File: config.mk
export PLATFORM = sky130hd
export DESIGN_NAME = imem_loader
export DESIGN_NICKNAME = d
export VERILOG_FILES = /design/src/rtl/imem_loader.sv
export SDC_FILE = /design/constraint.sdc
export NUM_CORES = 1
export LEC_CHECK = 0
export ABC_AREA = 1
export CAP_MARGIN = 25
export CORE_ASPECT_RATIO = 0.6
export CORE_UTILIZATION = 23
export CTS_BUF_LIST = sky130_fd_sc_hd__clkbuf_8
export CTS_CLUSTER_DIAMETER = 40
export DETAILED_ROUTE_END_ITERATION = 7
export SYNTH_ARGS = -nofsm -noshare
export SYNTH_HDL_FRONTEND = slang
export SYNTH_SLANG_ARGS = --single-unit
File: constraint.sdc
create_clock -name clk_i -period 2 [get_ports clk_i]
set_input_delay 0.2 -clock clk_i [delete_from_list [all_inputs] [get_ports clk_i]]
set_output_delay 0.2 -clock clk_i [all_outputs]
set_load 0.1 [all_outputs]
File: src/rtl/imem_loader.sv
// imem_loader -- write side of the instruction memory used by the fetch path.
//
// The loader receives a byte stream and packs every four bytes big-endian into
// one 32-bit word. Byte 0 lands in [31:24] and byte 3 in [7:0]. It writes the
// words to consecutive word addresses starting at 0. When the programmed number
// of words has been written it raises done_o, so fetch can be released from
// reset by hardware.
//
// Handshake (in_*): a byte is transferred on a rising edge where in_valid_i and
// in_ready_o are both high. While in_valid_i is high and in_ready_o is low, the
// source holds in_data_i stable. in_ready_o depends only on the FSM state, never
// combinationally on in_valid_i.
//
// Optional feature: define IMEM_LOADER_CHECKSUM_EN to build a running
// modulo-2^32 sum of the written words on checksum_o. Without it checksum_o
// is tied to zero.
//
// Ports:
//   clk_i        clock, rising edge
//   rst_ni       asynchronous active-low reset
//   start_i      load request, honoured in IDLE or DONE only
//   load_len_i   words to load (clamped to 2^ADDR_W), sampled on accepted start
//   in_data_i    byte stream data
//   in_valid_i   byte stream valid
//   in_ready_o   loader accepts a byte this cycle (RECV state)
//   mem_we_o     one-cycle write strobe per word
//   mem_addr_o   word address, holds its last value outside a write
//   mem_wdata_o  packed word, holds its last value outside a write
//   done_o       load complete, held until the next accepted start
//   checksum_o   sum of written words (zero unless the feature is built)
//   state_o      debug view of the FSM state (0 IDLE, 1 RECV, 2 WRITE, 3 DONE)
module imem_loader #(
  parameter int ADDR_W = 8
) (
  input  logic              clk_i,
  input  logic              rst_ni,
  input  logic              start_i,
  input  logic [ADDR_W:0]   load_len_i,
  input  logic [7:0]        in_data_i,
  input  logic              in_valid_i,
  output logic              in_ready_o,
  output logic              mem_we_o,
  output logic [ADDR_W-1:0] mem_addr_o,
  output logic [31:0]       mem_wdata_o,
  output logic              done_o,
  output logic [31:0]       checksum_o,
  output logic [1:0]        state_o
);

  typedef enum logic [1:0] {
    S_IDLE  = 2'd0,
    S_RECV  = 2'd1,
    S_WRITE = 2'd2,
    S_DONE  = 2'd3
  } state_e;

  localparam logic [ADDR_W:0] MAX_LEN = {1'b1, {ADDR_W{1'b0}}};

  state_e            state_q, state_d;
  logic [ADDR_W:0]   len_q, len_d;
  logic [ADDR_W:0]   word_cnt_q, word_cnt_d;
  logic [1:0]        byte_cnt_q, byte_cnt_d;
  // The first three bytes of a word. The fourth byte goes straight into mem_wdata.
  logic [23:0]       pack_q, pack_d;
  logic [ADDR_W-1:0] mem_addr_q, mem_addr_d;
  logic [31:0]       mem_wdata_q, mem_wdata_d;
  logic              start_acc;

  assign start_acc = start_i && ((state_q == S_IDLE) || (state_q == S_DONE));

  always_comb begin
    state_d     = state_q;
    len_d       = len_q;
    word_cnt_d  = word_cnt_q;
    byte_cnt_d  = byte_cnt_q;
    pack_d      = pack_q;
    mem_addr_d  = mem_addr_q;
    mem_wdata_d = mem_wdata_q;
    unique case (state_q)
      S_IDLE, S_DONE: begin
        if (start_acc) begin
          // Clamp oversize lengths so the word counter never runs past the
          // top of memory and mem_addr never wraps.
          len_d      = (load_len_i > MAX_LEN) ? MAX_LEN : load_len_i;
          word_cnt_d = '0;
          byte_cnt_d = '0;
          pack_d     = '0;
          state_d    = (load_len_i == '0) ? S_DONE : S_RECV;
        end
      end
      S_RECV: begin
        if (in_valid_i) begin
          pack_d     = {pack_q[15:0], in_data_i};
          byte_cnt_d = byte_cnt_q + 2'd1;
          if (byte_cnt_q == 2'd3) begin
            mem_addr_d  = word_cnt_q[ADDR_W-1:0];
            mem_wdata_d = {pack_q, in_data_i};
            state_d     = S_WRITE;
          end
        end
      end
      S_WRITE: begin
        word_cnt_d = word_cnt_q + {{ADDR_W{1'b0}}, 1'b1};
        state_d    = (word_cnt_d == len_q) ? S_DONE : S_RECV;
      end
      default: state_d = S_IDLE;
    endcase
  end

  always_ff @(posedge clk_i or negedge rst_ni) begin
    if (!rst_ni) begin
      state_q     <= S_IDLE;
      len_q       <= '0;
      word_cnt_q  <= '0;
      byte_cnt_q  <= '0;
      pack_q      <= '0;
      mem_addr_q  <= '0;
      mem_wdata_q <= '0;
    end else begin
      state_q     <= state_d;
      len_q       <= len_d;
      word_cnt_q  <= word_cnt_d;
      byte_cnt_q  <= byte_cnt_d;
      pack_q      <= pack_d;
      mem_addr_q  <= mem_addr_d;
      mem_wdata_q <= mem_wdata_d;
    end
  end

  assign in_ready_o  = (state_q == S_RECV);
  assign mem_we_o    = (state_q == S_WRITE);
  assign done_o      = (state_q == S_DONE);
  assign mem_addr_o  = mem_addr_q;
  assign mem_wdata_o = mem_wdata_q;
  assign state_o     = state_q;

`ifdef IMEM_LOADER_CHECKSUM_EN
  logic [31:0] checksum_q, checksum_d;

  // The sum takes in the word at the end of its WRITE cycle. So after the
  // last write it is already final when done_o rises.
  always_comb begin
    checksum_d = checksum_q;
    if (start_acc) begin
      checksum_d = '0;
    end else if (state_q == S_WRITE) begin
      checksum_d = checksum_q + mem_wdata_q;
    end
  end

  always_ff @(posedge clk_i or negedge rst_ni) begin
    if (!rst_ni) begin
      checksum_q <= '0;
    end else begin
      checksum_q <= checksum_d;
    end
  end

  assign checksum_o = checksum_q;
`else
  assign checksum_o = 32'h0;
`endif

endmodule

# ---- Word-level counts from Yosys, hierarchy flattened
# Index checks and enable logic that the tools add are counted.
dict set report op_classes {
  addsub 2
  n_lt_le_gt_ge 1
  n_eq_ne 8
  mux 15
  n_reduce_logical 12
}
# cell count
set op_table {}
lappend op_table {{two-way mux 24 bit} 2}
lappend op_table {{case mux 24 bit (2 select lines)} 1}
lappend op_table {{two-way mux 9 bit} 2}
lappend op_table {{case mux 9 bit (2 select lines)} 1}
lappend op_table {{two-way mux 2 bit} 7}
lappend op_table {{adder 9 x 1 -> 9 bit, second input constant} 1}
lappend op_table {{== test 9 bit} 1}
lappend op_table {{greater-than comparator 9 bit, second input constant} 1}
lappend op_table {{logical NOT 9 bit} 1}
lappend op_table {{AND reduction 3 bit} 3}
lappend op_table {{== test 2 bit, second input constant} 3}
lappend op_table {{case mux 2 bit (3 select lines)} 1}
lappend op_table {{!= test 2 bit, second input constant} 2}
lappend op_table {{case mux 2 bit (2 select lines)} 1}
lappend op_table {{AND reduction 2 bit} 2}
lappend op_table {{nonzero test 2 bit} 2}
lappend op_table {{adder 2 x 1 -> 2 bit, second input constant} 1}
lappend op_table {{== test 2 x 1 -> 1 bit, second input constant} 1}
lappend op_table {{logical NOT 2 bit} 1}
lappend op_table {{!= test 2 x 1 -> 1 bit, second input constant} 1}
lappend op_table {{OR reduction 2 bit} 1}
lappend op_table {{logical AND 1 bit} 1}
lappend op_table {{logical OR 1 bit} 1}
dict set report word_totals {
  ff_bits 86
  input_bits 21
  output_inout_bits 77
  wordCells 45
}

# ---- Longest topological paths before layout
dict set report depth {
  word_depth 5
  mapped_depth 11
  depth_no_buf 11
}

# ---- Worst setup path after synthesis
# Ideal clock, no wire load.
dict set report synth_timing {
  kind {flip-flop to flip-flop}
  startpoint {reg state_q[0] (netlist: state_o[0])}
  endpoint {reg pack_q[3]}
  setup_time_ns 0.082
  arrival_ns 2.701
  required_ns 1.918
  path_slack_ns -0.783
  stages_incl_launch_ff 9
  path_buffers 1
  period_less_slack_ns 2.783
  cell_sequence {dfrtp_1 ha_1 inv_1 o21ai_1 inv_1 nand2_1 inv_2 buf_2 o22ai_1}
}
dict set report synth_between {
  word_cells_on_any_way 11
  cone_classes {eq/ne: 4; mux: 1; reduce/logical: 6}
}
# item line_no
set synth_lines {}
lappend synth_lines {{start, declared} 59} ;# state_e state_q, state_d;
lappend synth_lines {{start signal, assigned} 120} ;# state_q <= state_d;
lappend synth_lines {{== test 2 x 1 -> 1 bit (*)} -}
lappend synth_lines {{via in_ready_o} 41} ;# output logic in_ready_o,
lappend synth_lines {{!= test 2 bit (no source line) / nonzero test 2 bit (equally long branches)} -}
lappend synth_lines {{AND reduction 3 bit (no source line)} -}
lappend synth_lines {{end signal, assigned} 124} ;# pack_q <= pack_d;
lappend synth_lines {{end, declared} 64} ;# logic [23:0] pack_q, pack_d;
# Mark *: on every way through the listed nets, which the timed path passes. The rest lies on a longest branch.
# A chain may end at the register's enable or synchronous reset.

# ---- Worst setup path after layout
dict set report layout_timing {
  startpoint {reg state_q[0] (netlist: state_o[0])}
  endpoint {reg pack_q[22]}
}
dict set report layout_between {
  elab_chain_len 5
  word_cells_on_any_way 11
  cone_classes {eq/ne: 4; mux: 1; reduce/logical: 6}
}
# item line_no
set layout_lines {}
lappend layout_lines {{== test 2 bit / logical NOT 2 bit (equally long branches)} {69, 79}}
lappend layout_lines {{logical OR 1 bit} 69} ;# assign start_acc = start_i && ((state_q == S_IDLE) || (state_q == S_DONE));
lappend layout_lines {{logical AND 1 bit} 69}
lappend layout_lines {{!= test 2 bit (no source line)} -}
lappend layout_lines {{AND reduction 3 bit (no source line)} -}
# Several ways; a longest one is shown, not always the timed one.

==> out/qor.csv <==
stage,metric,value,unit
clocking,"CTS clk-pin slew, worst paths",90,ps
cells_and_area,Inserted Diodes,0,
detailed_routing,vias per cell,3.98,
worst_setup_path,CP Cell Sequence,inv_1 > ha_4 > inv_2 > or2_1 > o21ai_1 > inv_1 > nand2_1 > inv_4 > o22ai_1,
timing,Final Hold Violating Endpoints,0,
cells_and_area,fin cells,737,
die,Core Area,0.0164,mm²
worst_setup_path,arrival time worst endpoint,2030,ps
clocking,CTS tree,built,
detailed_routing,routed vias,2930,
worst_setup_path,R2R Setup Slk,200,ps
global_route,Global Route Usage Sum,0.116,
timing,endpoints failing setup,0,
pwr,leakage power,0.00238,µW
cells_and_area,fin nets,531,
timing,Tmin final,1800,ps
worst_setup_path,"slowest stage cell, crit path",dfrtp_4,
placement,Post-DP Area,0.00470,mm²
placement,placed instance count,720,
worst_setup_path,WP buf/inv,4,
die,# rows,36,
timing,unrepaired setup endpoints after global routing,false,
die,Die ar.,0.0174,mm²
die,Initial Utilization,0.237,
placement,Detailed Place HPWL,7.05,mm
logic_synthesis,ranking of synthesized cells by area,"dfrtp_1, nand2_1, o21ai_0",
detailed_routing,Remaining DRCs,0,
cells_and_area,area grow syn2layout,26.3,%
global_route,initial antenna violation count,0,
cells_and_area,most frequent cells in the layout,"nand2_1, dfrtp_1, inv_1",
die,num ports,98,
logic_synthesis,Yosys top cell area share,0.555,
placement,# port buffers,65,
die,Die W,170,µm
clocking,Bufs on Longest Clock Path,2,
placement,post-place setup slack,106,ps
detailed_routing,Post-DRT Antenna Nets,0,
worst_setup_path,Worst Path Required,2230,ps
pwr,Pwr Density,1590,mW/mm²
cells_and_area,"commonest non-fill, non-tap cell in the layout",nand2_1,
timing,Slew HR,0.660,
global_route,largest net degree at the start of global routing,57,
min_path,Hold Crit Class,in2async,
worst_setup_path,Critical Path Source Type,flip-flop,
pwr,Peak VDD IR,1.13,mV
worst_setup_path,CP max FO,24,
clocking,root buffer cell,clkbuf_8,
placement,GPL Wtd Cong,0.848,
worst_setup_path,Crit path max-delay family,flip-flops,
logic_synthesis,Yosys cell types,27,
timing,Final Worst Setup Slack,202,ps
global_route,first-pass GRT wire length,15.1,mm
detailed_routing,drt pass-1 iters,4,
timing,Tcrit/Tclk final,0.899,
worst_setup_path,Crit Path Category,reg2reg,
worst_setup_path,Setup crit end kind,flip-flop,
cells_and_area,fin area,0.00490,mm²
detailed_routing,Initial DRC Count,163,
detailed_routing,post-DR wirelength/cell,12.9,µm
timing,Slew @ Worst Pin,511,ps
global_route,grt total ovfl,0,
logic_synthesis,sequential area share after synthesis,0.555,
logic_synthesis,Syn. warnings,0,
clocking,# H-tree levels,3,
logic_synthesis,"area leader, netlist",dfrtp_1,
worst_setup_path,cell mode on critical path,inv_1,
logic_synthesis,#FFs+latches synth,86,
cells_and_area,share of layout cells above drive strength 1,0.161,
timing,Pins Over Slew Limit,0,
logic_synthesis,syn avg cell area,8.94,µm²
clocking,CTS Buf Count,9,
clocking,worst-skew pair later-pin latency,360,ps
worst_setup_path,max incr delay on CP,520,ps
global_route,vias in the first global route,2712,
cells_and_area,Final Util,0.300,
logic_synthesis,Post-Syn Area,0.00388,mm²
status,status,completed,
detailed_routing,drt total wl,9.50,mm
timing,setup_tns,0,ps
timing,final setup skew,12.8,ps
logic_synthesis,synthesized instance count,434,
die,Die Y,103,µm
flow_run,Max-cap violations,0,
clocking,clk sinks,86,
timing,Max Clock Freq,556,MHz
final cells by class:
cell class,count,area [µm²]
Clock inverter,6,55.1
Sequential cell,86,2160
Fill cell,1721,11400
Clock buffer,10,138
Inverter,67,259
Multi-Input combinational cell,267,1320
Timing Repair Buffer,73,686
Tap cell,228,285
cells in the mapped netlist:
cell	number
nand4_1	4
o31ai_1	1
o21ai_1	2
a22o_1	1
nor2_1	14
conb_1	1
buf_2	4
clkbuf_1	9
dfrtp_1	86
a32o_1	1
a21oi_2	1
o22ai_1	30
nand3_2	1
inv_6	1
inv_1	63
o21ai_0	54
nand2_2	2
a21oi_1	2
ha_1	6
and2_1	1
nor2_4	2
or2_1	1
nand2_1	89
nand3_1	22
inv_2	3
nor2_2	1
buf_4	32
flip-flops by register name, summed over array words and instances (netlist names):
register,cells
mem_addr_o,8
pack_q,24
state_o,2
word_cnt_q,9
len_q,9
byte_cnt_q,2
mem_wdata_o,32
per-layer routing:
metal | wire length, µm | global-route usage
met1 | 5530 | 0.189
met2 | 3260 | 0.135
met3 | 602 | 0.0349
met4 | 108 | 0.0360
met5 | 0 | 0
final timing paths:
check / from / to / cells past startpoint
worst max-delay path: state_o[0] / pack_q[22] / 9
worst min-delay path: rst_ni / mem_addr_o[0] / 2
worst max register to register: state_o[0] / pack_q[22] / 9
worst min register to register: mem_wdata_o[23] / mem_wdata_o[23] / 2
max in group asynchronous: rst_ni / word_cnt_q[8] / 3
min in group clk_i: in_data_i[3] / pack_q[3] / 3
worst register-to-register path, stage by stage, from the launching register on:
cell,delay [ps]
dfrtp_4,520
inv_1,110
ha_4,220
inv_2,60
or2_1,150
o21ai_1,80
inv_1,60
nand2_1,110
inv_4,230
o22ai_1,120
logic make-up (layout without fill, tap and decap cells):
logic type | count (synthesis) | after routing | share of synthesized area
and+or+nand+nor | 137 | 137 | 0.151
buffers and inverters | 112 | 156 | 0.142
AOI/OAI and AO/OA | 92 | 92 | 0.132
DFF | 86 | 86 | 0.555
adders and majority gates | 6 | 6 | 0.0193
other | 1 | 32 | 0.000967
metrics by stage:
step	power (µW)	hold WS (ps)
after floorplan	5670	-95.6
after detailed placement	6620	209
final	7810	369
after global placement	6600	211
after CTS	7880	384
after global routing	8250	414
power breakdown:
part / switching, µW / internal, µW / leakage, µW
clock network: 614 / 599 / 0.000110
logic: 3250 / 970 / 0.00111
registers: 231 / 2150 / 0.00116
timing repair:
item | CTS | global route
gates resized for setup | 0 | 2
hold endpoints to repair | 32 | 0
setup buffers | 0 | 0
setup endpoints to repair | 0 | 18
hold buffers | 1 | 0
Note: power is estimated with default switching activity, not from simulation.
